## src/rtl/sweep_generator.sv

```systemverilog
// Linear-FM (chirp) DDFS core: sweeps the FTW between start/stop and accumulates phase per sample.
// Optional macro SWEEP_PHASE_RESET_EN: every accepted start clears the phase accumulator to 0.
module sweep_generator #(
    parameter int unsigned SYS_CLK_HZ = 50000000,
    parameter int unsigned SAMPLE_HZ  = 96000,
    parameter int unsigned STEP_HZ    = 200,
    parameter int unsigned FTW_W      = 16,
    parameter int unsigned PHASE_W    = 16,
    parameter int unsigned ADDR_W     = 8
) (
    input  logic              clk,
    input  logic              reset_n,
    input  logic              start,
    input  logic              stop,
    input  logic [1:0]        mode,
    input  logic [FTW_W-1:0]  ftw_start,
    input  logic [FTW_W-1:0]  ftw_stop,
    input  logic [FTW_W-1:0]  ftw_step,
    output logic              busy,
    output logic              done,
    output logic              direction,
    output logic [FTW_W-1:0]  q_ftw,
    output logic [ADDR_W-1:0] q_lut_address,
    output logic              sample_valid
);

    localparam int unsigned SAMPLE_DIV = SYS_CLK_HZ / SAMPLE_HZ;
    localparam int unsigned STEP_DIV   = SYS_CLK_HZ / STEP_HZ;
    localparam int unsigned SAMP_CW    = (SAMPLE_DIV > 1) ? $clog2(SAMPLE_DIV) : 1;
    localparam int unsigned STEP_CW    = (STEP_DIV > 1) ? $clog2(STEP_DIV) : 1;

    localparam logic [SAMP_CW-1:0] SAMP_LAST = SAMP_CW'(SAMPLE_DIV - 1);
    localparam logic [STEP_CW-1:0] STEP_LAST = STEP_CW'(STEP_DIV - 1);

    localparam logic [1:0] MODE_SAW = 2'd1;
    localparam logic [1:0] MODE_TRI = 2'd2;

    typedef enum logic [1:0] {
        StIdle = 2'd0,
        StUp   = 2'd1,
        StDown = 2'd2
    } state_e;

    state_e               state_q, state_d;
    logic [1:0]           mode_q, mode_d;
    logic [FTW_W-1:0]     start_l_q, start_l_d;
    logic [FTW_W-1:0]     stop_l_q, stop_l_d;
    logic [FTW_W-1:0]     step_l_q, step_l_d;
    logic [FTW_W-1:0]     ftw_q, ftw_d;
    logic                 done_q, done_d;
    logic [PHASE_W-1:0]   phase_q, phase_d;
    logic [ADDR_W-1:0]    addr_q, addr_d;
    logic                 valid_q, valid_d;
    logic [SAMP_CW-1:0]   samp_cnt_q, samp_cnt_d;
    logic [STEP_CW-1:0]   step_cnt_q, step_cnt_d;

    logic                 sweeping;
    logic                 start_acc;
    logic                 samp_tick;
    logic                 step_tick;
    logic [FTW_W:0]       ftw_sum;
    logic [FTW_W:0]       ftw_diff;
    logic [FTW_W-1:0]     ftw_up;
    logic [FTW_W-1:0]     ftw_down;

    assign sweeping  = (state_q != StIdle);
    assign start_acc = start && !sweeping;

    // Dividers: sample tick is free-running, step tick is phase-locked to the accepted start.
    always_comb begin
        samp_tick  = (samp_cnt_q == SAMP_LAST);
        samp_cnt_d = samp_tick ? '0 : samp_cnt_q + SAMP_CW'(1);

        step_tick  = sweeping && (step_cnt_q == STEP_LAST);
        step_cnt_d = step_cnt_q;
        if (start_acc) begin
            step_cnt_d = '0;
        end else if (sweeping) begin
            step_cnt_d = step_tick ? '0 : step_cnt_q + STEP_CW'(1);
        end
    end

    // One extra bit keeps the clamped step free of wrap and underflow.
    always_comb begin
        ftw_sum  = {1'b0, ftw_q} + {1'b0, step_l_q};
        ftw_diff = {1'b0, ftw_q} - {1'b0, step_l_q};
        ftw_up   = (ftw_sum > {1'b0, stop_l_q}) ? stop_l_q : ftw_sum[FTW_W-1:0];
        ftw_down = (ftw_diff[FTW_W] || (ftw_diff[FTW_W-1:0] < start_l_q)) ? start_l_q
                                                                          : ftw_diff[FTW_W-1:0];
    end

    always_comb begin
        state_d   = state_q;
        mode_d    = mode_q;
        start_l_d = start_l_q;
        stop_l_d  = stop_l_q;
        step_l_d  = step_l_q;
        ftw_d     = ftw_q;
        done_d    = 1'b0;

        unique case (state_q)
            StIdle: begin
                if (start) begin
                    mode_d    = mode;
                    start_l_d = ftw_start;
                    stop_l_d  = ftw_stop;
                    step_l_d  = ftw_step;
                    ftw_d     = ftw_start;
                    state_d   = StUp;
                end
            end
            StUp: begin
                if (stop) begin
                    state_d = StIdle;
                end else if (step_tick) begin
                    if (ftw_q >= stop_l_q) begin
                        if (mode_q == MODE_SAW) begin
                            ftw_d = start_l_q;
                        end else if (mode_q == MODE_TRI) begin
                            state_d = StDown;
                        end else begin
                            state_d = StIdle;
                            done_d  = 1'b1;
                        end
                    end else begin
                        ftw_d = ftw_up;
                    end
                end
            end
            StDown: begin
                if (stop) begin
                    state_d = StIdle;
                end else if (step_tick) begin
                    if (ftw_q <= start_l_q) begin
                        state_d = StUp;
                    end else begin
                        ftw_d = ftw_down;
                    end
                end
            end
            default: begin
                state_d = StIdle;
            end
        endcase
    end

    // A sample tick coinciding with a step tick still sees the pre-step FTW held in ftw_q.
    always_comb begin
        phase_d = phase_q;
        addr_d  = addr_q;
        valid_d = 1'b0;
        if (sweeping && samp_tick) begin
            phase_d = phase_q + PHASE_W'(ftw_q);
            addr_d  = phase_d[PHASE_W-1 -: ADDR_W];
            valid_d = 1'b1;
        end
`ifdef SWEEP_PHASE_RESET_EN
        if (start_acc) begin
            phase_d = '0;
            addr_d  = '0;
        end
`endif
    end

    always_ff @(posedge clk or negedge reset_n) begin
        if (!reset_n) begin
            state_q    <= StIdle;
            mode_q     <= '0;
            start_l_q  <= '0;
            stop_l_q   <= '0;
            step_l_q   <= '0;
            ftw_q      <= '0;
            done_q     <= 1'b0;
            phase_q    <= '0;
            addr_q     <= '0;
            valid_q    <= 1'b0;
            samp_cnt_q <= '0;
            step_cnt_q <= '0;
        end else begin
            state_q    <= state_d;
            mode_q     <= mode_d;
            start_l_q  <= start_l_d;
            stop_l_q   <= stop_l_d;
            step_l_q   <= step_l_d;
            ftw_q      <= ftw_d;
            done_q     <= done_d;
            phase_q    <= phase_d;
            addr_q     <= addr_d;
            valid_q    <= valid_d;
            samp_cnt_q <= samp_cnt_d;
            step_cnt_q <= step_cnt_d;
        end
    end

    assign busy          = sweeping;
    assign direction     = (state_q == StDown);
    assign done          = done_q;
    assign q_ftw         = ftw_q;
    assign q_lut_address = addr_q;
    assign sample_valid  = valid_q;

endmodule
```

## config.mk

```make
export PLATFORM = sky130hd
export DESIGN_NAME = sweep_generator
export DESIGN_NICKNAME = d
export VERILOG_FILES = /design/src/rtl/sweep_generator.sv
export SDC_FILE = /design/constraint.sdc
export NUM_CORES = 1
export LEC_CHECK = 0
export ABC_CLOCK_PERIOD_IN_PS = 4790
export CAP_MARGIN = 20
export CORE_MARGIN = 4
export CORE_UTILIZATION = 54
export CTS_CLUSTER_DIAMETER = 120
export DETAILED_ROUTE_END_ITERATION = 7
export GPL_TIMING_DRIVEN = 0
export PLACE_DENSITY = 0.85
export REMOVE_ABC_BUFFERS = 1
export SLEW_MARGIN = 20
export SYNTH_ARGS = -nofsm -noshare
export SYNTH_HDL_FRONTEND = slang
export SYNTH_SLANG_ARGS = --single-unit
```

## constraint.sdc

```tcl
create_clock -name clk -period 4.79 [get_ports clk]
set_clock_uncertainty 0.05 [all_clocks]
set_input_delay 0.479 -clock clk [delete_from_list [all_inputs] [get_ports clk]]
set_output_delay 0.479 -clock clk [all_outputs]
set_load 0.05 [all_outputs]
```

[Word level (Yosys, flattened, before mapping)]
Index checks and enable logic that the tools add are counted.
Cells by class
  reduce and logical (&&, ||, !) cells: 12
  $lt $le $gt $ge: 4
  equality and inequality tests: 18
  $add $sub $neg: 5
  multiplexer cells: 32
Operators by type and width (number)
  16-bit 2-to-1 mux: 10
  18-bit 2-to-1 mux: 3
  16-bit one-hot mux with 3 select lines: 1
  18-bit by 1-bit adder with 18-bit output (second input constant): 1
  18-bit equality test (second input constant): 1
  2-bit 2-to-1 mux: 9
  16-bit by 16-bit adder with 17-bit output: 1
  17-bit by 16-bit > comparator with 1-bit output: 1
  16-bit by 16-bit subtractor with 17-bit output: 1
  16-bit adder: 1
  16-bit greater-or-equal comparator: 1
  16-bit less-or-equal comparator: 1
  16-bit < comparator: 1
  3-bit != test (second input constant): 4
  10-bit by 1-bit adder with 10-bit output (second input constant): 1
  10-bit equality test (second input constant): 1
  10-bit 2-to-1 mux: 1
  2-bit != test (second input constant): 5
  8-bit AND reduction: 1
  1-bit 2-to-1 mux: 7
  3-bit by 2-bit != test with 1-bit output (second input constant): 2
  2-bit one-hot mux with 3 select lines: 1
  6-bit AND reduction: 1
  2-bit by 1-bit equality test with 1-bit output (second input constant): 2
  9 further kinds: 13
Word-level totals
  word-level logic and storage cells: 83
  output and inout bits: 28
  flip-flop bits (word level): 122

[Longest topological paths before layout]
Gate-level depths: netlist of run 1.
  depth after elaboration: 8
  mapped depth: 21
  depth with buffers taken out: 20

[Worst setup path after synthesis of run 1]
OpenSTA, ideal clock, no wires.
  path kind: flip-flop to flip-flop
  start point: reg ftw_q[1], in the netlist q_ftw[1]
  end point: reg ftw_q[10], in the netlist q_ftw[10]
  setup time: 129 ps
  path slack: -396 ps
  required time: 4611 ps
  data arrival time: 5007 ps
  cell stages (with the launch flop): 21
  clock period less this slack: 5186 ps
  path through: dfrtp_1 -> inv_1 -> fa_1 -> o21bai_2 -> a2111oi_4 -> nor3b_4 -> o31ai_4 -> a2111oi_4 -> nor3_1 -> and2b_2 -> ha_1 -> nand2_1 -> or4_1 -> o32ai_1 -> a31oi_1 -> nor3_4 -> o31ai_4 -> buf_6 -> mux2_4 -> a221oi_2 -> a21oi_1
Between the ends
  cells in the longest elaborated chain, start to end: 8
  elaborated cells between the ends (all ways): 19
  those cells by class: add/sub (2); order compare (4); eq/ne (2); mux (9); reduce/logical (2)
Ends and longest elaborated chain
  start: declaration: RTL line 49  | logic [FTW_W-1:0] ftw_q, ftw_d;
  start signal: assignment: RTL line 185  | ftw_q <= ftw_d;
  16-bit by 16-bit subtractor with 17-bit output: RTL line 86  | ftw_diff = {1'b0, ftw_q} - {1'b0, step_l_q};
  16-bit < comparator: RTL line 88  | ftw_down = (ftw_diff[FTW_W] || (ftw_diff[FTW_W-1:0] < start_l_q)) ? start_l_q
  1-bit logical OR: RTL line 88
  16-bit 2-to-1 mux: RTL line 88
  16-bit 2-to-1 mux: RTL line 134  | if (ftw_q <= start_l_q) begin
  16-bit 2-to-1 mux: RTL line 133  | end else if (step_tick) begin
  16-bit 2-to-1 mux: RTL line 131  | if (stop) begin
  16-bit one-hot mux with 3 select lines: RTL line 101  | unique case (state_q)
Parallel ways exist; a longest one is shown, timed or not. The select of a mux whose other input is x is not followed.
A chain may end at the register's enable or synchronous reset.

[Final worst setup path of run 1]
  start point: reg ftw_q[5], in the netlist q_ftw[5]
  end point: reg ftw_q[6], in the netlist q_ftw[6]
Same word-level chain as after synthesis.

==> metrics.cfg, run 1 <==
[synth]
synth_top_area_share_pct=30.1
synth_edf_count=0
syn-cell-area_um2=9480
synth.avg_cell_area_um2=9.25
synth.area.top_cells=dfrtp_1 (30%), ha_1 (16%), mux2_2 (8.2%), a21oi_1 (4.1%), inv_1 (3.4%)
yosysSeqAreaShare_pct=30.1
yosysTopAreaCell=dfrtp_1
yosys_warnings=0
ys_types=76
synth_most_common_cell=ha_1
syn_inst=1025
ys.flop_type=dfrtp_1
synth-seq-cells=114
synth_common_cells=ha_1 (118), dfrtp_1 (114), inv_1 (87)
async_reset_ff_share_pct=100

[outcome]
outcome=finished with violations
violations=setup timing

[timing]
slew_violations=0
finalHoldViolCount=0
finalSetupTns_ns=-3.88
worstMarginPinSlew_ns=1.06
timing.final.crit_share_pct=107
fin_ws_ns=-0.327
max_freq_ghz=0.195
timing.max_slew.rel_slack_pct=29.4
rsz0062_at_grt=true
timing.hold.ws_ns=0.419
post-route-min-period_ns=5.12
setup_violations=16

[final_layout]
final_area_um2=11400
nets=1281
fillCellCount=1299
num_antenna_cells=0
drive_above_1_share_pct=18.0
area_growth_pct=20.2
final_core_util_pct=66.1

[cts]
cts_tree=built
cts.sinks=114
clk_pin_slew_ns=0.06
clock_latency_ns=0.43
clockBufferDepth=2
cts_root_buffer=clkbuf_16
cts_max_level=4
cts-buffers-inserted=17

[global_routing]
grtUsageMet1_pct=32.6
grtUsageMet2_pct=43.6
antenna_found_initial=0
overflow=0
grt_max_degree=75
grt_pass1_vias=8503
grtUsageMet3_pct=5.67
grt_pass1_wl_um=42000
busiest_layer=met2
track_usage_pct=26.2

[worst_setup_path]
crit_path_end=q_ftw[6]
critPathLaunch=q_ftw[5]
critPathMaxStageDelay_ns=0.50
arrival_ns=5.36
r2r_end=q_ftw[6]
worstPathMaxFanout=8
regToRegStartpoint=q_ftw[5]
critPathSlowestCell=dfrtp_2
crit_type=flip-flop to flip-flop
cp-start-kind=flip-flop
r2r_cells=19
r2r_setup_slack_ns=-0.33
cp-end-kind=flip-flop
cp.required_ns=5.04
crit_chain=ha_4, nor2b_1, a2111oi_4, nor3b_4, o31ai_4, a2111oi_4, o21ai_1, and2b_2, ha_4, nand2_2, or4_4, o32ai_4, a31oi_4, nor3_4, buf_6, o31ai_4, mux2_2, a221oi_1, a21oi_1

[min_path]
hp-class=flip-flop to flip-flop

[detailed_routing]
drt-total-wl_um=26000
viasPerCell=6.22
drc=0
firstDrtPassIters=6
drt_iter0_markers=702
num_vias=8365
wl_per_cell_um=19.4
ant_nets=0

[placed_design]
globalplace.congestion=0.908
port_buffers=81
place_area_um2=10300
dpl.hpwl_um=17700

[die]
pin_count=82
rows=48
core_area_um2=17200
initial_core_util_pct=55.0
die-area_um2=19700
die_y_um=141
die_w_um=141

[flow_run]
cap_violations=0

flip-flops by register name (all words and copies together), names as in the netlist:
| signal | cells |
|---|---|
| start_l_q | 16 |
| step_l_q | 16 |
| state_q | 2 |
| samp_cnt_q | 10 |
| sample_valid | 1 |
| stop_l_q | 16 |
| mode_q | 2 |
| step_cnt_q | 18 |
| q_ftw | 16 |
| phase_q | 16 |
| done | 1 |
cell usage in the layout (no fill, tap or decap), types with 5 or more instances in the layout:
master / Yosys / layout
a211oi_1: 15 / 15
clkbuf_16: 0 / 17
ha_1: 118 / 109
nor3_1: 14 / 14
clkdlybuf4s50_1: 0 / 80
a21o_1: 9 / 9
nand3_1: 25 / 25
nor4b_1: 5 / 5
ha_4: 0 / 8
o31ai_1: 10 / 10
and2_1: 5 / 5
o21ai_0: 65 / 64
inv_1: 87 / 85
mux2_4: 5 / 5
a221oi_2: 5 / 8
dfrtp_2: 0 / 8
a221oi_1: 14 / 10
dfrtp_1: 114 / 106
and3_1: 17 / 17
o211ai_1: 9 / 9
nand2b_1: 13 / 12
a31oi_1: 11 / 10
clkinvlp_4: 0 / 5
mux2_2: 69 / 69
buf_4: 10 / 17
nor2_1: 72 / 72
a21oi_1: 78 / 76
xnor2_1: 22 / 22
xor2_1: 21 / 21
nor2b_1: 10 / 10
buf_6: 5 / 9
nand2_1: 74 / 70
nand4_1: 13 / 13
o21bai_1: 5 / 5
cells by family (layout without fill, tap and decap cells):
logic type / after synthesis / in the layout / synth area share [%]
AND/OR/NAND/NOR: 276 / 276 / 14.9
AO/OA/AOI/OAI: 259 / 260 / 18.6
buffers and inverters: 134 / 227 / 6.85
adder cells (fa/ha/maj): 121 / 121 / 16.2
flip-flops: 114 / 114 / 30.1
multiplexers: 78 / 78 / 9.41
XOR/XNOR: 43 / 43 / 3.97
repair_timing:
action	4_1_cts	5_1_grt
hold endpoints to repair	40	0
gates cloned	1	0
gates resized for setup	42	16
pin swaps	30	11
setup buffers	17	4
setup endpoints to repair	16	16
hold buffers	1	0
layer usage:
layer	vias up	part of all wire [%]
met5	-	0
met4	0	4.0
met1	4026	39
met3	92	8.4
met2	390	48
li1	3857	-
layout make-up:
type                       instances  area [um2]  share of cell area [%]
tap                              225         282                    2.47
clock inverter                    15         156                    1.37
inverter                          87         329                    2.89
timing repair buffer             108        1070                    9.36
clock buffer                      17         425                    3.73
multi-input combinational        778        6280                    55.1
sequential                       114        2860                    25.1
worst min path at each step:
stage | startpoint | to | slack [ns] | cells after the start
3_5_place_dp | reset_n | stop_l_q[3] | 0.37 | 1
2_1_floorplan | reset_n | done | 0.13 | 0
4_1_cts | step_cnt_q[17] | step_cnt_q[17] | 0.43 | 1
6_report | phase_q[15] | phase_q[15] | 0.42 | 1
3_3_place_gp | step_cnt_q[17] | step_cnt_q[17] | 0.41 | 1
5_1_grt | step_cnt_q[17] | step_cnt_q[17] | 0.44 | 1
stage by stage:
step / worst slack [ns] / instances
floorplan: -0.407 / 978
global placement: -1.25 / 1284
detailed placement: -0.999 / 1290
CTS: -0.286 / 1341
global route: -0.453 / 1344
finish: -0.327 / 1344
critical path, delay by kind of cell (launching register included):
family	cells	cell delay, ns
buffers and inverters	1	0.15
muxes	1	0.32
adders and majority gates	2	0.65
AOI/OAI and AO/OA	9	1.94
and+or+nand+nor	6	1.37
DFF	1	0.50
Power of run 1 is left out: the tool's default activity adds up to more than one toggle a clock period on the data nets, which glitch-free logic cannot reach.
==> run 2: changes to the inputs <==
--- a/config.mk
+++ b/config.mk
@@ -14,6 +14,7 @@
 export GPL_TIMING_DRIVEN = 0
 export PLACE_DENSITY = 0.85
 export REMOVE_ABC_BUFFERS = 1
+export SETUP_SLACK_MARGIN = 0.5
 export SLEW_MARGIN = 20
 export SYNTH_ARGS = -nofsm -noshare
 export SYNTH_HDL_FRONTEND = slang
==> run 2 against run 1 <==
Compared with the run above: global-route usage did not move; count of clock-buffer cells in the layout stayed put; worst hold slack is essentially flat; maximum frequency about the same; routed wire length about the same; the run still ends with setup timing left; final area about the same; flip-flop and latch count unchanged; via count about the same; worst setup slack improved by 0.0030 ns; cell count hardly changed; non-clock buffer count rose by 1; die area did not move.
==> metrics.cfg, run 2 (synthesis gave the netlist of run 1 again) <==
[worst_setup_path]
r2r_cells=19
crit_chain=ha_4, nor2b_1, a2111oi_4, nor3b_4, o31ai_4, a2111oi_4, o21ai_1, and2b_2, ha_4, nand2_2, or4_4, o32ai_4, a31oi_4, nor3_4, buf_6, o31ai_4, mux2_2, a221oi_1, a21oi_1
critPathLaunch=q_ftw[5]
regToRegStartpoint=q_ftw[5]
arrival_ns=5.36
r2r_setup_slack_ns=-0.32
crit_type=flip-flop to flip-flop
cp.depth=19
path_buf_inv=1
cp-end-kind=flip-flop
r2r_end=q_ftw[6]
cp-start-kind=flip-flop
critPathSlowestCell=dfrtp_2
cp.required_ns=5.03
worstPathMaxFanout=8
critPathMaxStageDelay_ns=0.50
crit_path_end=q_ftw[6]
cp_top_family=compound AO/OA/AOI/OAI gates

[final_layout]
nets=1282
final_common_cell=ha_1
drive_above_1_share_pct=18.0
layout.cells.non_filler=1345
largest_register_ffs=18
layout_common_cells=ha_1 (109), dfrtp_1 (106), inv_1 (85)
top_register=step_cnt_q
area_growth_pct=20.3
num_antenna_cells=0

[detailed_routing]
drt-total-wl_um=26100
wl_per_cell_um=19.4
ant_nets=0
firstDrtPassIters=5
num_vias=8371
drt_iter0_markers=733
drc=0
viasPerCell=6.22

[cts]
cts_tree=built
cts_max_level=4
cts.sinks=114
cts-buffers-inserted=17
clock_latency_ns=0.43
clockBufferDepth=2
clk_pin_slew_ns=0.06
cts_root_buffer=clkbuf_16

[placed_design]
globalplace.congestion=0.908
port_buffers=81
placedCellCount=1290
pre_cts_ws_ns=-0.999
dpl.hpwl_um=17700

[timing]
fin_ws_ns=-0.325
timing.hold.ws_ns=0.419
timing.max_slew.rel_slack_pct=27.5
max_freq_ghz=0.196
rsz0062_at_grt=true
post-route-min-period_ns=5.11
slew_violations=0
finalHoldViolCount=0
finalSetupTns_ns=-4.08
worstMarginPinSlew_ns=1.09
timing.final.crit_share_pct=107
setup_violations=16

[min_path]
hp-class=flip-flop to flip-flop

[global_routing]
grt_pass1_vias=8503
grt_pass1_wl_um=42000
track_usage_pct=26.2
grt_max_degree=75
antenna_found_initial=0
overflow=0

[die]
initial_core_util_pct=55.0
die_w_um=141
core_area_um2=17200
die_y_um=141
die-area_um2=19700
rows=48
pin_count=82

[flow_run]
cap_violations=0

[outcome]
violations=setup timing
outcome=finished with violations

==> run 2: cell count changes in the layout (fill, tap and decap cells not counted), sizes merged <==
cell  change
buf       +1
==> run 2: routing by layer <==
layer	global-route usage [%]	vias up	wire length (um)	share of wire, %
met1	32.6	4039	10400	40
met5	0	-	0	0
met4	11.9	0	1080	4.1
met3	5.67	100	1950	7.5
met2	43.6	378	12600	49
li1	-	3854	-	-
==> run 2: layout make-up <==
class	instances	area, um2
tap	225	282
clock inverter	15	156
inverter	87	329
timing repair buffer	109	1080
sequential	114	2860
clock buffer	17	425
fill	1298	5830
multi-input combinational	778	6280
==> run 2: worst min-delay path by stage <==
stage / from / depth (start not counted) / endpoint / slack, ns
floorplan: reset_n / 0 / done / 0.13
CTS: step_cnt_q[17] / 1 / step_cnt_q[17] / 0.43
finish: phase_q[15] / 1 / phase_q[15] / 0.42
global placement: step_cnt_q[17] / 1 / step_cnt_q[17] / 0.41
global route: step_cnt_q[17] / 1 / step_cnt_q[17] / 0.44
detailed placement: reset_n / 1 / stop_l_q[3] / 0.37
==> run 2: repair_timing <==
action,CTS,global route
hold buffers,1,0
gates cloned,1,0
hold endpoints to repair,40,0
pin swaps,30,11
gates resized for setup,42,16
buffers inserted,17,4
endpoints found under the setup margin,16,16
==> run 2: through the flow <==
step,util [%],instance area (um2)
2_1_floorplan,-,9160
3_3_place_gp,59.5,10300
3_5_place_dp,60.0,10300
4_1_cts,65.5,11300
5_1_grt,66.2,11400
6_report,66.2,11400
Power of run 2 is left out for the same reason.
==> run 3: changes to the inputs <==
--- a/config.mk
+++ b/config.mk
@@ -5,6 +5,7 @@
 export SDC_FILE = /design/constraint.sdc
 export NUM_CORES = 1
 export LEC_CHECK = 0
+export ABC_AREA = 1
 export ABC_CLOCK_PERIOD_IN_PS = 4790
 export CAP_MARGIN = 20
 export CORE_MARGIN = 4
==> run 3 against run 2 <==
Compared with the run above: the run now ends clean; critical path depth is 6 higher; register-to-register slack better by 1.0 ns; routed wire length is 1.8% higher; final area is 1.1% lower; maximum frequency is 25% higher; flip-flop and latch count stayed put; die area is 1.6% higher; via count is 12% higher; core utilization is 1.4 points lower; cell count is 24% higher; synthesized cell count is 33% higher; sequential share of layout area is 0.26 points higher; critical path type unchanged; highest routed layer unchanged.
==> metrics.cfg, run 3 <==
[worst_setup_path]
worstPathMaxFanout=24
cp-start-kind=flip-flop
arrival_ns=4.36
cp-end-kind=flip-flop
cp.required_ns=5.06
crit_type=flip-flop to flip-flop

[detailed_routing]
drt-total-wl_um=26500
drc=0
viasPerCell=5.61
drt_iter0_markers=780
firstDrtPassIters=7
num_vias=9372
ant_nets=0
wl_per_cell_um=15.9

[global_routing]
antenna_found_initial=0
overflow=0
grt_pass1_vias=9082
track_usage_pct=26.5
grt_pass1_wl_um=43300
grt_max_degree=74

[synth]
ys.flop_type=dfrtp_1
synth.area.top_cells=dfrtp_1 (30%), ha_1 (15%), nand2_1 (12%), a21oi_1 (7.4%), inv_1 (6.2%)
synth_common_cells=nand2_1 (304), inv_1 (160), nor2_1 (156)
yosysSeqAreaShare_pct=29.6
syn-cell-area_um2=9640
synth_top_area_share_pct=29.6
yosysTopAreaCell=dfrtp_1
ys_types=49
synth-seq-cells=114
yosys_warnings=0
async_reset_ff_share_pct=100
syn_inst=1362
synth_most_common_cell=nand2_1
synth.avg_cell_area_um2=7.08
synth_edf_count=0

[flow_run]
cap_violations=0

[timing]
slew_violations=0
max_freq_ghz=0.244
timing.final.crit_share_pct=85.4
finalHoldViolCount=0
worstMarginPinSlew_ns=0.882
setup_violations=0
rsz0062_at_grt=false
timing.max_slew.rel_slack_pct=41.2
post-route-min-period_ns=4.09

[cts]
clk_pin_slew_ns=0.06
cts.sinks=114
cts_max_level=4
cts-buffers-inserted=17
cts_tree=built
cts_root_buffer=clkbuf_16
clockBufferDepth=2
clock_latency_ns=0.43

[placed_design]
dpl.hpwl_um=19800
port_buffers=81
globalplace.congestion=0.914
placedCellCount=1628

[outcome]
outcome=completed

[final_layout]
top_register=step_cnt_q
layout_common_cells=nand2_1 (300), inv_1 (160), nor2_1 (155)
area_growth_pct=17.0
largest_register_ffs=18
drive_above_1_share_pct=7.34
num_antenna_cells=0
final_common_cell=nand2_1
fillCellCount=1492
nets=1607
layout.cells.non_filler=1670

[die]
rows=48
pin_count=82
core_area_um2=17400
die_w_um=142
initial_core_util_pct=55.4
die-area_um2=20100
die_y_um=142

[min_path]
hp-class=flip-flop to flip-flop

run 3: cell type report:
class / instances / area, um2 / area share, %
Multi-Input combinational cell: 1038 / 5990 / 53.1
Sequential cell: 114 / 2860 / 25.4
Timing Repair Buffer: 92 / 930 / 8.24
Inverter: 169 / 634 / 5.62
Clock buffer: 17 / 425 / 3.77
Tap cell: 225 / 282 / 2.50
Clock inverter: 15 / 158 / 1.40
run 3: per-layer routing:
| layer | wire length [um] | GRT usage [%] | vias up | share of wire [%] |
|---|---|---|---|---|
| met4 | 765 | 8.69 | 0 | 2.9 |
| li1 | - | - | 4616 | - |
| met1 | 11400 | 34.2 | 4359 | 43 |
| met5 | 0 | 0 | - | 0 |
| met3 | 1770 | 5.19 | 69 | 6.7 |
| met2 | 12600 | 44.8 | 328 | 47 |
run 3: worst max-delay path, cell delays in order (launching register included):
cell and delay [ns]:
dfrtp_2 0.46, inv_1 0.16, ha_1 0.17, inv_1 0.07, fa_1 0.45, nand3_1 0.10, nand2_1 0.11, nand3_1 0.11
nand3_2 0.12, nand2_2 0.12, nand3_1 0.08, nand2_1 0.10, inv_1 0.05, ha_1 0.26, nand2_1 0.06, inv_1 0.08
nand3_1 0.09, nor3_1 0.16, nand2_1 0.10, nand2_2 0.24, nand2_8 0.16, or2_2 0.32, a21oi_1 0.15, nand2_1 0.10
nand2_1 0.07, nand2_1 0.05
run 3: cell families after synthesis:
logic type                 count (synthesis)  share of synthesized area [%]
AOI/OAI and AO/OA                        235                           13.4
xor gates and xnor gates                  38                           3.45
adders and majority gates                121                           15.9
buffers and inverters                    211                           8.95
DFF                                      114                           29.6
muxes                                      2                          0.234
and+or+nand+nor                          641                           28.4
run 3: stage by stage:
step / setup slack (ns) / util [%] / area, um2 / hold slack (ns) / TNS (ns)
after floorplan: 0.853 / - / 9410 / 0.133 / 0
after global placement: -1.35 / 60.3 / 10500 / 0.404 / -152.12
after detailed placement: 0.280 / 60.6 / 10600 / 0.373 / 0
after CTS: 0.601 / 64.1 / 11200 / 0.415 / 0
after global routing: 0.497 / 64.8 / 11300 / 0.435 / 0
final: 0.698 / 64.8 / 11300 / 0.410 / 0
run 3: worst paths after layout:
check / start / end / slack, ns / depth (start not counted)
worst min-delay path: samp_cnt_q[0] / samp_cnt_q[0] / 0.41 / 1
worst max register to register: q_ftw[0] / q_ftw[8] / 0.70 / 25
worst min register to register: samp_cnt_q[0] / samp_cnt_q[0] / 0.41 / 1
worst max-delay path: q_ftw[0] / q_ftw[8] / 0.70 / 25
max in group asynchronous: reset_n / q_ftw[8] / 3.48 / 3
min in group asynchronous: reset_n / stop_l_q[3] / 0.48 / 2
run 3: timing repair:
action | CTS | global route
setup endpoints to repair | 16 | 16
hold buffers | 1 | 0
setup buffers | 0 | 8
pin swaps | 0 | 1
hold endpoints to repair | 41 | 0
gates cloned | 0 | 1
gates resized for setup | 3 | 18
Power of run 3 is left out for the same reason.
